### config.mk
export PLATFORM = sky130hd
export DESIGN_NAME = serial_add_arbiter
export DESIGN_NICKNAME = d
export VERILOG_FILES = /design/src/rtl/serial_add_arbiter.sv
export SDC_FILE = /design/constraint.sdc
export NUM_CORES = 1
export LEC_CHECK = 0
export BUFFER_PORTS_ARGS = -buffer_cell sky130_fd_sc_hd__buf_2
export CAP_MARGIN = 0
export CELL_PAD_IN_SITES_DETAIL_PLACEMENT = 1
export CELL_PAD_IN_SITES_GLOBAL_PLACEMENT = 1
export CORE_MARGIN = 8
export CORE_UTILIZATION = 40
export DETAILED_ROUTE_END_ITERATION = 8
export HOLD_SLACK_MARGIN = 0.1
export PLACE_DENSITY = 0.76
export SETUP_SLACK_MARGIN = 0.4
export SLEW_MARGIN = 5
export SYNTH_ARGS = -nofsm -noshare
export SYNTH_HDL_FRONTEND = slang
export SYNTH_SLANG_ARGS = --single-unit
export TNS_END_PERCENT = 20
### constraint.sdc
create_clock -name i_clk -period 1.6 [get_ports i_clk]
set_input_delay 0.32 -clock i_clk [delete_from_list [all_inputs] [get_ports i_clk]]
set_output_delay 0.32 -clock i_clk [all_outputs]
set_load 0.05 [all_outputs]
### src/rtl/serial_add_arbiter.sv
// Two requesters share one 1-bit full-adder cell. A round-robin arbiter picks
// a requester and a sequencer adds the operands bit-serially, LSB first.

module full_adder_1 (
    input  logic i_a,
    input  logic i_b,
    input  logic i_Cin,
    output logic o_s,
    output logic o_Cout
);
    assign o_s    = i_a ^ i_b ^ i_Cin;
    assign o_Cout = (i_a & i_b) | (i_Cin & (i_a ^ i_b));
endmodule

module serial_add_arbiter #(
    parameter int unsigned WIDTH = 8
) (
    input  logic             i_clk,
    input  logic             i_rst,
    input  logic             i_req0_valid,
    input  logic [WIDTH-1:0] i_req0_a,
    input  logic [WIDTH-1:0] i_req0_b,
    input  logic             i_req0_cin,
    output logic             o_req0_ready,
    input  logic             i_req1_valid,
    input  logic [WIDTH-1:0] i_req1_a,
    input  logic [WIDTH-1:0] i_req1_b,
    input  logic             i_req1_cin,
    output logic             o_req1_ready,
    output logic             o_res_valid,
    output logic             o_res_id,
    output logic [WIDTH-1:0] o_res_sum,
    output logic             o_res_cout,
    output logic             o_busy
);
    localparam int unsigned CNT_W = $clog2(WIDTH);

    typedef enum logic [1:0] {S_IDLE, S_ADD, S_DONE} state_t;

    state_t             state;
    state_t             state_nxt;
    logic [WIDTH-1:0]   a_sr;
    logic [WIDTH-1:0]   b_sr;
    logic [WIDTH-1:0]   sum_sr;
    logic [WIDTH-1:0]   sum_nxt_c;
    logic               carry;
    logic [CNT_W-1:0]   cnt;
    logic               id;
    logic               last_grant;
    logic               grant0_c;
    logic               grant1_c;
    logic               accept_c;
    logic               last_bit_c;
    logic               fa_s;
    logic               fa_cout;

    full_adder_1 u_fa (
        .i_a    (a_sr[0]),
        .i_b    (b_sr[0]),
        .i_Cin  (carry),
        .o_s    (fa_s),
        .o_Cout (fa_cout)
    );

    // Round-robin arbitration; only offered while idle and out of reset.
    always_comb begin
        grant0_c = 1'b0;
        grant1_c = 1'b0;
        if (state == S_IDLE && !i_rst) begin
            if (i_req0_valid && i_req1_valid) begin
                grant0_c = last_grant;
                grant1_c = ~last_grant;
            end else begin
                grant0_c = i_req0_valid;
                grant1_c = i_req1_valid;
            end
        end
    end

    assign o_req0_ready = grant0_c;
    assign o_req1_ready = grant1_c;
    assign accept_c     = grant0_c | grant1_c;
    assign last_bit_c   = (cnt == CNT_W'(WIDTH - 1));
    assign sum_nxt_c    = (sum_sr >> 1) | (WIDTH'(fa_s) << (WIDTH - 1));

    always_comb begin
        state_nxt = state;
        case (state)
            S_IDLE:  if (accept_c) state_nxt = S_ADD;
            S_ADD:   if (last_bit_c) state_nxt = S_DONE;
            S_DONE:  state_nxt = S_IDLE;
            default: state_nxt = S_IDLE;
        endcase
    end

    always_ff @(posedge i_clk or posedge i_rst) begin
        if (i_rst) state <= S_IDLE;
        else       state <= state_nxt;
    end

    // Operand capture, bit-serial datapath and result registers.
    always_ff @(posedge i_clk or posedge i_rst) begin
        if (i_rst) begin
            a_sr        <= '0;
            b_sr        <= '0;
            sum_sr      <= '0;
            carry       <= 1'b0;
            cnt         <= '0;
            id          <= 1'b0;
            last_grant  <= 1'b1;
            o_res_valid <= 1'b0;
            o_res_id    <= 1'b0;
            o_res_sum   <= '0;
            o_res_cout  <= 1'b0;
            o_busy      <= 1'b0;
        end else begin
            case (state)
                S_IDLE: begin
                    if (accept_c) begin
                        a_sr       <= grant1_c ? i_req1_a   : i_req0_a;
                        b_sr       <= grant1_c ? i_req1_b   : i_req0_b;
                        carry      <= grant1_c ? i_req1_cin : i_req0_cin;
                        id         <= grant1_c;
                        last_grant <= grant1_c;
                        cnt        <= '0;
                    end
                end
                S_ADD: begin
                    a_sr   <= a_sr >> 1;
                    b_sr   <= b_sr >> 1;
                    sum_sr <= sum_nxt_c;
                    carry  <= fa_cout;
                    cnt    <= cnt + CNT_W'(1);
                    if (last_bit_c) begin
                        o_res_sum  <= sum_nxt_c;
                        o_res_cout <= fa_cout;
                        o_res_id   <= id;
                    end
                end
                default: ;
            endcase
            o_res_valid <= (state == S_ADD) && last_bit_c;
            o_busy      <= (state_nxt != S_IDLE);
        end
    end
endmodule

======== After elaboration in Yosys (flattened, before gate mapping) ========
Index checks and enable logic that the tools add are counted.
word-level totals
  register bits ........................... 44
  latch bits .............................. 0
  memory bits (writable) .................. 0
  memory bits (read-only) ................. 0
  input bits .............................. 38
  output and inout port bits .............. 14
  logic and storage cells ................. 53
  memories ................................ 0
cells by class
  add/sub/neg operators ................... 1
  multipliers ............................. 0
  div/mod/pow operators ................... 0
  magnitude comparators ................... 0
  equality and inequality tests ........... 3
  shift operators ......................... 0
  mux-type cells .......................... 18
  bitwise gates (word level) .............. 8
  reduce and logical (&&, ||, !) cells .... 10
operators by type and width
  cell                 number
  $mux 8               4
  $pmux 8 s2           2
  $or 7x8->8           1
  $mux 1               6
  $pmux 3 s2           1
  $reduce_and 2->1     3
  $mux 2               2
  $pmux 2 s2           1
  $reduce_bool 2->1    2
  $add 3x1->3 const B  1
  $eq 3x3->1 const B   1
  $logic_and 1x1->1    3
  $mux 3               1
  $and 1x1->1          2
  $eq 2x1->1 const B   1
  $logic_not 2->1      1
  $ne 2x2->1 const B   1
  $or 1x1->1           2
  $pmux 1 s2           1
  $xor 1x1->1          2
  $logic_not 1->1      1
  $not 1->1            1

======== Longest topological paths before layout ========
Gate-level depths: netlist (run 1).
  depth after elaboration ................. 7
  depth in mapped cells ................... 6
  gate-level depth less buffers ........... 5

======== By module ========
A second synthesis (run 1) with hierarchy kept.
unflattened totals
  cell total of the unflattened synthesis .. 176
  area total of the unflattened synthesis .. 2,112.0 µm²
modules (own cells, without submodules)
  module              times used  cells each  area an instance (µm²)  seq. area each (µm²)
  serial_add_arbiter  1           175         2,092.0                 1,077.3
  full_adder_1        1           1           20.0                    0.0

======== Worst setup path before layout (run 1) ========
Ideal clock, no wire load.
  path type ............................... register to output
  start point ............................. register state[1]
  end point ............................... output port o_req0_ready
  arrival ................................. 1.636 ns
  required time ........................... 1.280 ns
  slack ................................... -0.356 ns
  stages on the path, launching flop included .. 5
  path buffers ............................ 2
  path through ............................ dfrtp_1 -> or3_1 -> buf_6 -> buf_8 -> nor2_1
on the way
  word-level cells in the longest chain between the ends .. 3
RTL lines
  element                 line  RTL
  start, declared         40    state_t state;
  start signal, assigned  98    else state <= state_nxt;
  $logic_not 2->1         69    if (state == S_IDLE && !i_rst) begin
  $logic_and 1x1->1       69
  $mux 1                  69
  end, declared           24    output logic o_req0_ready,
Every way passes these cells.

======== Final worst setup path (run 1) ========
Same ends and word-level chain as after synthesis.

==> results of run 1 <==
## per-stage QoR
stage | TNS, ps | setup slack [ps]
floorplan | 0 | 45.4
global placement | -237 | -32.4
detailed placement | -840 | -82.8
CTS | -228 | -115
global route | -1370 | -178
finish | -512 | -130
## worst min-delay path: cells and delay by family
family,cells,cell delay (ps)
buf+inv,3,560
## final timing paths
path	from	to	slack (ps)	cells past startpoint
setup / recovery	state[1]	o_req0_ready	-130	3
hold / removal	i_rst	state[1]	160	3
setup reg to reg	state[1]	b_sr[5]	-50	6
hold reg to reg	sum_sr[1]	sum_sr[1]	500	2
max in group asynchronous	i_rst	a_sr[5]	950	4
min in group i_clk	i_req0_a[6]	a_sr[6]	350	4
## metal layers
metal | GRT usage, % | vias up
li1 | - | 918
met1 | 19.7 | 1003
met2 | 28.8 | 38
met3 | 3.46 | 6
met4 | 3.78 | 0
met5 | 0 | -
## power by group through the flow
stage | sequential, uW | combinational (uW) | clock, uW
final | 1950 | 3630 | 712
after global routing | 2010 | 3880 | 769
after CTS | 1880 | 3040 | 727
after detailed placement | 1860 | 2540 | 0
after global placement | 1860 | 2490 | 0
after floorplan | 2270 | 1530 | 0
## cell families after synthesis
kind of cell / Yosys count / synth area share [%]
buffers and inverters: 21 / 7.04
and+or+nand+nor: 91 / 19.2
adders and majority gates: 3 / 2.08
muxes: 10 / 5.20
DFF: 43 / 49.7
AOI/OAI and AO/OA: 55 / 16.7
## synthesized netlist by cell type, drive strengths merged
library cell   n
clkbuf         4
mux2          10
a21boi         1
o21ba          1
or3            1
fa             1
nor3           3
nand3         32
nor2           1
dlygate4sd1    1
o21bai         1
a22o          15
a21bo          1
nor2b          3
buf           10
o21ai         19
nand2         47
inv            6
dfstp          1
a21oi         15
a211oi         2
nand2b         2
dfrtp         42
ha             2
and3           2
## what timing repair did
item                                    in CTS  in global routing
endpoints found under the setup margin      55                 53
resized for setup                           60                 61
pin swaps                                   11                 40
cloned                                       1                  1
setup buffers                                5                  4
## final cells by class
class                           count  area (um2)
Clock buffer                        5        68.8
Clock inverter                      3        23.8
Fill cell                         575        2130
Inverter                            6        38.8
Multi-Input combinational cell    159        1240
Sequential cell                    43        1080
Tap cell                           72        90.1
Timing Repair Buffer               78         707
## flip-flops by register name, indices dropped and copies added (netlist names)
signal       flops
a_sr             8
b_sr             8
o_res_sum        8
sum_sr           7
cnt              3
state            2
carry            1
id               1
last_grant       1
o_busy           1
o_res_cout       1
o_res_id         1
o_res_valid      1
==> summary by stage, run 1 <==
Power
The internal portion of the total power is 3570 uW. Of the total power, combinational logic draws about 58%. The switching share of power is 43.2%. The leakage power is ~0.0015 uW. The worst-case vdd ir drop is ~0.0011 V.

The reported net switching power is between 2000 and 3000 uW. Sequential cells burn 31.0% of the power. The design draws 6290 uW. The clock network is responsible for 11.3% of the overall power.

The total power density per cell area is 1940 nW/um2.

Synth
The library cell with the largest summed area after synthesis is sky130_fd_sc_hd__dfrtp_1. A synthesized cell averages 9.72 um2. During synthesis, Yosys emitted a total of 0 warnings. Counting flops and latches in the post-synthesis netlist gives 43. After synthesis, the cell types taking the most area are sky130_fd_sc_hd__dfrtp_1, sky130_fd_sc_hd__nand2_1, sky130_fd_sc_hd__nand3_1, sky130_fd_sc_hd__a22o_1, sky130_fd_sc_hd__buf_6.

The synthesized netlist occupies a cell area of 2170 um2. The post-synth net total is roughly 260. In this run the biggest area consumer among cell types represents 48.5% of the synthesized area.

The instance count of the mapped netlist is 223. The post-synthesis sequential area ratio is between 40% and 50%. The unique cell type count in the Yosys netlist is 33.

Setup path
The data arrival at the endpoint of the critical path is 1410 ps. The kind of cell with the highest combined delay along the critical path is simple AND/OR/NAND/NOR gates. The kind of start point of the critical path is a flop.

Counting both buffers and inverters, the worst setup path holds a total of 1. The signal on the critical path passes through or3_4 -> nor2_4 -> buf_8. For the worst setup path, the data required time is 1280 ps. The critical path capture point type is an output port.

The critical path's slowest cell is sky130_fd_sc_hd__or3_4. The classification of the worst setup path is reg2out. In this design, the stage delay of the slowest critical-path cell is 420 ps. The largest fanout on the critical path is 3.

Finish
The final design instance area without fill is approximately 3200 um2. The layout-stage area growth over the synthesis result is 49.8%. The leading cell type in the layout, fill and taps excluded is sky130_fd_sc_hd__dfrtp_1. In the layout the commonest cells are sky130_fd_sc_hd__dfrtp_1, sky130_fd_sc_hd__buf_2, sky130_fd_sc_hd__nand3_1, sky130_fd_sc_hd__nand2_1, sky130_fd_sc_hd__buf_6. Cells fill 60.4% of the core in the end. The net count of the finished layout is 334. The count of non-filler cells in the finished layout is 366. Cells with a size suffix above 1 make up 52.4% of the layout. The number of antenna diodes is 0.

Routing
The wire length on met1 is about 2800 um. In this run the top signal layer used is met4. The routed length per placed instance is ~18 um. The met2 wire length is 3620 um. The first TritonRoute pass finished after 4 iterations.

The detailed router finished its first iteration with 49 violations. The DRC violations left is 0. The routed length on met3 is 194 um. Once detail routing completed, the nets flagged for antenna violations numbered 0. The total via count in the routed design is 1,965. Wires add up to 6710 um. The via density per instance is roughly 5.4.

Floorplan
The die covers 8030 um2. The floorplan step set the die width to 89.6 um. The floorplan has 27 rows. Pin placement for this block handled 52 I/O pins. The die is 89.6 um tall. The initial utilization of the core area, before any placement, comes to 40.3%. The core area is 5370 um2.

Clock network
After clock tree synthesis, the clock-pin slew on the worst setup and hold paths is 90 ps. The largest buffer count on any clock path is 2. TritonCTS built the clock tree. The H-tree generated during clock tree synthesis spans 2 levels. TritonCTS created 5 clock buffers. Buffers inserted to repair hold after CTS numbered 0. For the worst-skew pair, the clock arrives at the later sink with an insertion delay of 300 ps. The cell sitting at the root of the clock tree is a sky130_fd_sc_hd__clkbuf_8. The clock drives 43 sinks.

Timing
The minimum setup slack in the final design is -130 ps. The final number of hold-violating endpoints is 0. The transition time of the tightest slew-check pin is around 560 ps. Clock skew on the completed layout was measured at 2.72 ps.

Setup repair after global routing could not meet its margin everywhere. Measured against its own limit, the worst slew margin works out to between 60 and 70%. The minimum period implied by the final worst setup slack is 1730 ps. The count of final max-slew check failures is 0.

Of the available clock period, the critical path in the final layout requires 108%. The number of setup violations in the final report is 11. Hold is met by ~160 ps. For this run, the top clock speed supported by timing is slightly below 600 MHz.

Place
At the end of routability-driven placement, the weighted congestion stood at around 0.78. The number of cells after detailed placement is 347. The quantity of I/O buffers inserted on ports is 51. The wire-length estimate of the detail-placed layout is 4080 um. After detailed placement, the total cell area comes to between 2000 and 3000 um2.

Status
The checks that failed: setup timing. The flow ran to the end, but the final reports show violations.

Job
The max-cap violation count is 0.

GRT
The number of antenna violations at the first check in global routing is 0. The maximum number of pins on one net before global-route repair is 23. The overall track demand over capacity in global routing is around 16%. After global routing the overflow that remains totals 0. The first global-routing pass estimated around 10,000 um of wire. The via count of the first global-routing pass was between 2k and 2.5k.

Hold path
The worst hold path belongs to the class in2async.
(Power assumes the default switching activity.)
==> run 2: changes to the inputs <==
ABC_AREA = 1   (was default)
CORE_UTILIZATION = 39   (was 40)
PLACE_DENSITY = 0.77   (was 0.76)
==> run 2 against run 1 <==
The run still ends with setup timing left. Total power rose by 11%. Combinational power rose by 18%. Worst hold slack improved by 75 ps. Global-route usage rose by 1.4 points. Cell count rose by 22%. Critical endpoint is now o_req1_ready.
==> summary by stage, run 2 <==
Power
The total power density per cell area is 2160 nW/um2 (+12%). The leakage power is 0.00173 uW (+13%). The total design power is 7010 uW (+11%).

The worst-case vdd ir drop came to 0.000837 V (-25%).

Routing
The total via count in the routed design is 2,215 (+13%). The via density per instance is 4.98 (-7.3%). The number of optimization iterations in the first detailed-route pass is 4 (unchanged).

The DRC violation total after the first TritonRoute iteration came to 101 (+110%). The number of nets with antenna violations after detailed routing is 0 (unchanged). The DRC violations left is 0 (unchanged). The total wire length after detailed routing is 8370 um (+25%). The routed length per placed instance came to 18.8 um (+2.6%).

Clock network
The clock sink count is 43 (unchanged). The largest buffer count on any clock path is 2 (unchanged). The worst-skew pair later-pin latency is 310 ps (about the same). The root cell of the clock tree is sky130_fd_sc_hd__clkbuf_8. The clock slew seen by the registers of the worst setup and hold paths was 90 ps (about the same). The number of levels the H-tree was split into is 2 (unchanged). TritonCTS built the clock tree. The number of buffers added by the clock tree synthesis step is 5 (unchanged).

Timing
The share of the clock period used by the worst path after layout is 103% (-5.4 points). The number of setup violations in the final report is 4 (-7). The final setup skew is 7.49 ps (+4.77 ps). The minimum period implied by the final worst setup slack came to 1640 ps (-85.6 ps). The minimum setup slack in the final design was -43.9 ps (+85.6 ps). The maximum clock frequency is 608 MHz (+5.2%). Setup repair after global routing could not meet its margin everywhere.

The count of final max-slew check failures is 0 (unchanged). The tightest slew margin relative to the limit is 68.0% (+5.5 points). The final number of hold-violating endpoints was 0 (unchanged). The transition time of the tightest slew-check pin is 481 ps (-78.8 ps).

Setup path
The number of buffer and inverter instances along the worst setup path came to 3 (+2). STA classifies the critical path startpoint as a flop. The maximum single-stage delay on the critical path is 440 ps (+20 ps). The critical path goes through inv_2 -> nand2_4 -> nor2_4 -> nand2_4 -> clkinvlp_4 -> buf_8.

The most frequent cell on the critical path is sky130_fd_sc_hd__nand2_4. The depth of the worst register-to-register path came to 7 (+1). The data arrival at the endpoint of the critical path is 1320 ps (-90 ps).

The critical path's slowest cell is sky130_fd_sc_hd__dfrtp_1. In this run the critical register-to-register path is captured at state[0]. The largest fanout on the critical path was 2 (-1).

The kind of cell with the highest combined delay along the critical path is flip-flops. The worst-case register-to-register setup slack came to -20 ps (+30 ps). The classification of the worst setup path is reg2out. The worst register-to-register path begins at state[1]. The critical path capture point type is an output port.

The critical path data required time is 1280 ps (about the same).

Synth
The flip-flop and latch count after synthesis is 43 (unchanged). The number of synthesized flops with an enable pin is 0 (unchanged). The proportion of synthesized flip-flops having asynchronous set or reset is 100% (unchanged). After synthesis, the most frequently instantiated cells are sky130_fd_sc_hd__nand2_1, sky130_fd_sc_hd__dfrtp_1, sky130_fd_sc_hd__nand3_1, sky130_fd_sc_hd__inv_1, sky130_fd_sc_hd__o21ai_0. The area of the mapped netlist came to 2240 um2 (+3.3%). The synthesized design spends more area on one cell type than any other, namely sky130_fd_sc_hd__dfrtp_1. The unique cell type count in the Yosys netlist came to 26 (-21%). Sorting the synthesized cells by area gives the leading types as sky130_fd_sc_hd__dfrtp_1, sky130_fd_sc_hd__nand2_1, sky130_fd_sc_hd__nand3_1, sky130_fd_sc_hd__inv_1, sky130_fd_sc_hd__o21ai_0. The area share of the leading cell type in the synthesized netlist is 46.9% (-1.6 points). Among all flip-flop cells after synthesis, the most frequent one is sky130_fd_sc_hd__dfrtp_1. The post-synthesis sequential area ratio is 48.1% (-1.6 points). The post-synth net total came to 325 (+23%).

The synthesized area divided by synthesized cell count is 7.89 um2 (-19%). The instance count of the mapped netlist is 284 (+27%). The number of warnings reported in the yosys synthesis log is 0 (unchanged).

Yosys instantiated no cell more often than sky130_fd_sc_hd__nand2_1.

Hold path
The class of the worst hold path is in2async.

Finish
The area of combinational cells with multiple inputs was 1060 um2 (-15%). The proportion of layout cells with a drive suffix above 1 is 38.1% (-14 points). The layout-stage area growth over the synthesis result is 44.7%. Leaving out fill and tap cells, the most frequent cell in the layout is sky130_fd_sc_hd__nand2_1. The fill cell instance count of the final layout is 684 (+19%). In the final layout, the registers with the most flip-flops are a_sr x8, b_sr x8, o_res_sum x8. The count of non-filler cells in the finished layout is 445 (+22%). The area taken by flip-flops and latches is 1080 um2 (+0.12%). The number of antenna diodes is 0 (unchanged).

In the layout the commonest cells are sky130_fd_sc_hd__nand2_1, sky130_fd_sc_hd__dfrtp_1, sky130_fd_sc_hd__buf_2, sky130_fd_sc_hd__nand3_1, sky130_fd_sc_hd__inv_1. The number of nets in the finished design is 413 (+24%).

Place
The final weighted congestion of routability-driven global placement is 0.719 (-7.6%). The quantity of I/O buffers inserted on ports is 51 (unchanged). The detailed placement HPWL is 4250 um (+4.1%).

The number of cells after detailed placement came to 406 (+17%).

Floorplan
The number of I/O pins is 52 (unchanged). The die area is 8420 um2 (+4.9%). The width of the chip is 91.8 um (+2.4%). The effective utilization at floorplan is 40.4% (+0.080 points). The number of rows in the core area is 27 (unchanged).

The core area is 5540 um2 (+3.1%). The floorplan die height came to 91.8 um (+2.4%).

GRT
The wire length of the first global-routing pass was 11,900 um (+18%). The overall track demand over capacity in global routing is 17.7% (+1.4 points). The number of antenna violations at the first check in global routing is 0 (unchanged). The maximum number of pins on one net before global-route repair is 38 (+65%).

The total overflow reported by the global router is 0 (unchanged). The via count of the first global-routing pass is 2,361 (+11%).

Job
The max-cap violation count is 0 (unchanged).

Status
The flow ran to the end, but the final reports show violations. The checks that failed: setup timing.
-- run 2: cell count changes after synthesis, moves of 4 or more --
cell                       before  now
sky130_fd_sc_hd__clkinv_1       0    6
sky130_fd_sc_hd__a21oi_1       15    2
sky130_fd_sc_hd__or2_0          0    4
sky130_fd_sc_hd__mux2_2         7    0
sky130_fd_sc_hd__inv_1          5   28
sky130_fd_sc_hd__a22o_1        15    0
sky130_fd_sc_hd__o21ai_0        7   19
sky130_fd_sc_hd__o21ai_1       11    0
sky130_fd_sc_hd__nand2_1       47  111
sky130_fd_sc_hd__or2_2          0    9
-- run 2: cells by family (layout without fill, tap and decap cells) --
group,count (synthesis),in the layout,share of synthesized area [%]
adder cells (fa/ha/maj),3,3,2.01
buffers and inverters,49,136,11.3
AND/OR/NAND/NOR,166,168,32.8
flip-flops,43,43,48.1
AO/OA/AOI/OAI,23,23,5.75
-- run 2: worst max-delay path by stage --
stage	endpoint	slack, ps	cells after the start	start
CTS	o_req0_ready	1	4	state[0]
global route	o_req1_ready	-60	5	state[0]
finish	o_req1_ready	-40	6	state[1]
detailed placement	o_req0_ready	50	4	state[0]
global placement	o_req1_ready	90	7	i_rst
floorplan	o_req1_ready	170	6	i_rst
-- run 2: power breakdown --
| group | leakage, uW | internal, uW | switching, uW |
|---|---|---|---|
| clock network | 0.0000474 | 353 | 418 |
| logic | 0.00115 | 1740 | 2540 |
| registers | 0.000533 | 1610 | 354 |
-- run 2: stage by stage --
step	utilization, %	setup TNS (ps)	worst slack [ps]	hold slack, ps	area [um2]
detailed placement	46.9	0	47.7	278	2600
CTS	53.2	0	1.11	247	2950
floorplan	-	0	172	106	2280
global route	58.5	-427	-62.7	276	3240
finish	58.5	-90.2	-43.9	232	3240
global placement	46.9	0	94.4	272	2600
-- run 2: cell type report --
class                      instances  area share (%)
clock buffer                       6            2.55
sequential                        43            33.3
timing repair buffer              91            22.9
clock inverter                     2           0.502
inverter                          37            5.29
tap                               72            2.78
multi-input combinational        194            32.7
-- run 2: layer usage --
layer	up-vias	track usage [%]	routed length, um
met4	0	5.37	212
li1	1053	-	-
met1	1089	19.9	3460
met2	58	32.2	4360
met5	-	0	0
met3	15	4.24	334
-- run 2: timing repair --
item | in CTS | in global routing
setup buffers | 15 | 10
resized for setup | 26 | 78
pin swaps | 5 | 21
setup endpoints to repair | 57 | 57
cloned | 4 | 1
hold buffers | 1 | 0
endpoints found under the hold margin | 6 | 0
-- run 2: worst reg2reg max path, cell delays in order (launching register included) --
cell and delay (ps):
sky130_fd_sc_hd__dfrtp_1 440, sky130_fd_sc_hd__inv_2 110, sky130_fd_sc_hd__buf_4 120, sky130_fd_sc_hd__buf_8 140
sky130_fd_sc_hd__nand2_8 90, sky130_fd_sc_hd__buf_4 150, sky130_fd_sc_hd__buf_4 180, sky130_fd_sc_hd__o211ai_1 290
==> run 3: changes to the inputs <==
CORE_UTILIZATION = 38   (was 39)
PLACE_DENSITY = 0.75   (was 0.77)
SYNTH_HIERARCHICAL = 1   (was default)
==> run 3 against run 2 <==
The flow still finishes with violations (setup timing). Synthesized area down 3.7%. Final area rose by 7.4%. Non-clock buffer count down 18. Sequential share of layout area down 2.3 points. First-iteration DRC count down 5.9%. Critical path depth shrank 2. Clock power grew 32%. Critical endpoint is now o_req0_ready. Highest routed layer unchanged.
==> summary by stage, run 3 <==
Status
The checks that failed: setup timing. The run finished, with violations left.

Timing
The number of setup violations in the final report came to 2 (-2). The final number of hold-violating endpoints is 0 (unchanged). The final setup skew came to 8.30 ps (+0.807 ps). Setup repair after global routing could not meet its margin everywhere. The minimum period implied by the final worst setup slack is 1640 ps (-7.10 ps). The maximum clock frequency is 611 MHz (+0.43%). The share of the clock period used by the worst path after layout is 102% (-0.44 points). The transition time of the tightest slew-check pin is 686 ps (+205 ps). The minimum setup slack in the final design is -36.8 ps (+7.10 ps).

The tightest slew margin relative to the limit is 54.3% (-14 points). The total negative setup slack was -71.3 ps (+19.0 ps). The count of final max-slew check failures was 0 (unchanged).

GRT
The number of antenna violations at the first check in global routing came to 0 (unchanged). The total overflow reported by the global router is 0 (unchanged). The via count of the first global-routing pass is 2,301 (-2.5%). The overall track demand over capacity in global routing is 17.2% (-0.50 points). The wire length of the first global-routing pass was 11,600 um (-3.0%). The maximum number of pins on one net before global-route repair was 44 (+16%).

Finish
The core utilization of the finished layout came to 63.2% (+4.7 points). The proportion of layout cells with a drive suffix above 1 is 54.3% (+16 points). Compared with the post-synthesis result, the final layout area differs by 61.4%. The number of nets in the finished design was 379 (-8.2%).

The final design instance area without fill came to 3480 um2 (+7.4%). The number of antenna diodes was 0 (unchanged). The largest registers in the layout are a_sr x8, b_sr x8, o_res_sum x8. The count of non-filler cells in the finished layout came to 411 (-7.6%). The leading cell type in the layout, fill and taps excluded is sky130_fd_sc_hd__nand3_2. The top cell types in the final layout, fill and taps aside, are sky130_fd_sc_hd__nand3_2, sky130_fd_sc_hd__nand2_1, sky130_fd_sc_hd__dfrtp_1, sky130_fd_sc_hd__inv_1, sky130_fd_sc_hd__buf_2.

Power
The leakage power came to 0.00173 uW (+0.11%). The worst-case vdd ir drop is 0.00112 V (+34%). The total power density per cell area is 2010 nW/um2 (-7.3%).

Place
The quantity of I/O buffers inserted on ports is 51 (unchanged). The number of cells after detailed placement is 385 (-5.2%). The detailed placement HPWL was 4150 um (-2.4%). The placed instance area is 2560 um2 (-1.5%). The final weighted congestion of routability-driven global placement is 0.754 (+4.8%).

Floorplan
The floorplan die height is 91.3 um (-0.48%). The number of I/O pins was 52 (unchanged). The width of the chip came to 91.3 um (-0.48%).

The effective utilization at floorplan is 39.2% (-1.3 points). The core area was 5510 um2 (-0.61%). The number of rows in the core area was 27 (unchanged). The die area is 8340 um2 (-0.96%).

Setup path
STA classifies the critical path endpoint as an output port. The largest fanout on the critical path came to 2 (unchanged). The depth of the worst register-to-register path is 9 (+2). The critical path data required time is 1280 ps (about the same). The worst register-to-register path begins at state[0]. The data arrival at the endpoint of the critical path is 1320 ps (about the same). By startpoint and endpoint, the worst setup path is classified as reg2out. The worst-case register-to-register setup slack came to 60 ps (+80 ps). The worst register-to-register path ends at a_sr[3]. The worst setup path is launched from a flop.

Synth
In the post-synthesis netlist, the cell with the most instances is sky130_fd_sc_hd__nand3_1. The synthesized area divided by synthesized cell count is 8.08 um2 (+2.4%). The most used flip-flop cell after synthesis is sky130_fd_sc_hd__dfrtp_1. The instance count of the mapped netlist is 267 (-6.0%). The proportion of synthesized flip-flops having asynchronous set or reset is 100% (unchanged). After synthesis, the most frequently instantiated cells are sky130_fd_sc_hd__nand3_1, sky130_fd_sc_hd__nand2_1, sky130_fd_sc_hd__inv_1, sky130_fd_sc_hd__dfrtp_1, sky130_fd_sc_hd__o21ai_0.

Yosys attributes the largest share of cell area to sky130_fd_sc_hd__dfrtp_1, sky130_fd_sc_hd__nand3_1, sky130_fd_sc_hd__nand2_1, sky130_fd_sc_hd__inv_1, sky130_fd_sc_hd__o21ai_0. The number of synthesized flops with an enable pin was 0 (unchanged). The synthesized design spends more area on one cell type than any other, namely sky130_fd_sc_hd__dfrtp_1.

The unique cell type count in the Yosys netlist is 23 (-12%). The area of the mapped netlist came to 2160 um2 (-3.7%). The area share of the leading cell type in the synthesized netlist came to 48.7% (+1.8 points). The number of warnings reported in the yosys synthesis log is 6 (+6). The flip-flop and latch count after synthesis came to 43 (unchanged). The post-synth net total was 308 (-5.2%). The post-synthesis sequential area ratio is 49.9% (+1.8 points).

Clock network
The number of buffers added by the clock tree synthesis step is 5 (unchanged). The clock sink count is 43 (unchanged). The number of buffers added to fix hold violations after cts is 0 (-1). The worst-skew pair later-pin latency is 300 ps (about the same). The clock slew seen by the registers of the worst setup and hold paths is 90 ps (about the same). The root cell of the clock tree is sky130_fd_sc_hd__clkbuf_8. TritonCTS built the clock tree.

The number of levels the H-tree was split into is 2 (unchanged). The largest buffer count on any clock path is 2 (unchanged).

Routing
The routed length per placed instance is 20.1 um (+6.9%). The total wire length after detailed routing is 8260 um (-1.3%). The DRC violation total after the first TritonRoute iteration was 95 (-5.9%). The number of nets with antenna violations after detailed routing is 0 (unchanged).

The via density per instance is 5.21 (+4.6%). The DRC violations left is 0 (unchanged). The number of optimization iterations in the first detailed-route pass is 4 (unchanged). The total via count in the routed design is 2,140 (-3.4%).

Job
The max-cap violation count is 0 (unchanged).

Hold path
The class of the worst hold path is in2async.
==> run 3: per-stage QoR <==
| stage | total power, uW | setup slack, ps | hold WS, ps |
|---|---|---|---|
| after floorplan | 3460 | -238 | 334 |
| after global placement | 3960 | 85.5 | 456 |
| after detailed placement | 4090 | 11.1 | 468 |
| after CTS | 5860 | -26.5 | 272 |
| after global routing | 7330 | -93.4 | 276 |
| final | 6980 | -36.8 | 254 |
==> run 3: repair_timing <==
item / in CTS / in global routing
cloned: 3 / 4
endpoints found under the setup margin: 49 / 56
setup buffers: 5 / 6
resized for setup: 94 / 72
pin swaps: 21 / 30
==> run 3: layout make-up <==
type / instances / area (um2)
repair inverters: 2 / 15.0
inverters: 49 / 204
multi-input cells: 164 / 1290
well taps: 72 / 90.1
flip-flops and latches: 43 / 1080
repair buffers: 73 / 674
clock inverters: 2 / 60.1
fillers: 615 / 2030
clock buffers: 6 / 72.6
==> run 3: worst max-delay path by stage <==
stage	endpoint	startpoint	slack, ps	depth (start not counted)
after floorplan	o_req0_ready	i_rst	-240	3
after global routing	o_req0_ready	state[1]	-90	4
after global placement	cnt[0]	i_req1_valid	90	4
after CTS	o_req0_ready	last_grant	-30	3
final	o_req0_ready	state[1]	-40	4
after detailed placement	cnt[0]	i_req1_valid	10	4
==> run 3: per-layer routing <==
metal	up-vias	routed length (um)	track usage, %
met2	61	4420	30.1
li1	991	-	-
met5	-	0	0
met3	20	314	3.21
met1	1068	3300	19.6
met4	0	225	8.59
==> run 3: critical path, cell delays in order (launching register included) <==
cell	delay (ps)
sky130_fd_sc_hd__dfrtp_1	400
sky130_fd_sc_hd__inv_2	100
sky130_fd_sc_hd__nand3_4	110
sky130_fd_sc_hd__a211oi_4	220
sky130_fd_sc_hd__buf_6	180
==> run 3: kinds of logic after synthesis <==
group / Yosys count / share of synthesized area [%]
buffers and inverters: 62 / 12.5
flip-flops: 43 / 49.9
adder cells (fa/ha/maj): 3 / 2.09
AND/OR/NAND/NOR: 137 / 29.0
AO/OA/AOI/OAI: 22 / 6.44
==> run 3: power breakdown <==
part	internal (uW)	switching [uW]	leakage, uW
Clock	624	394	0.0000654
Combinational	1620	2330	0.00113
Sequential	1570	439	0.000542
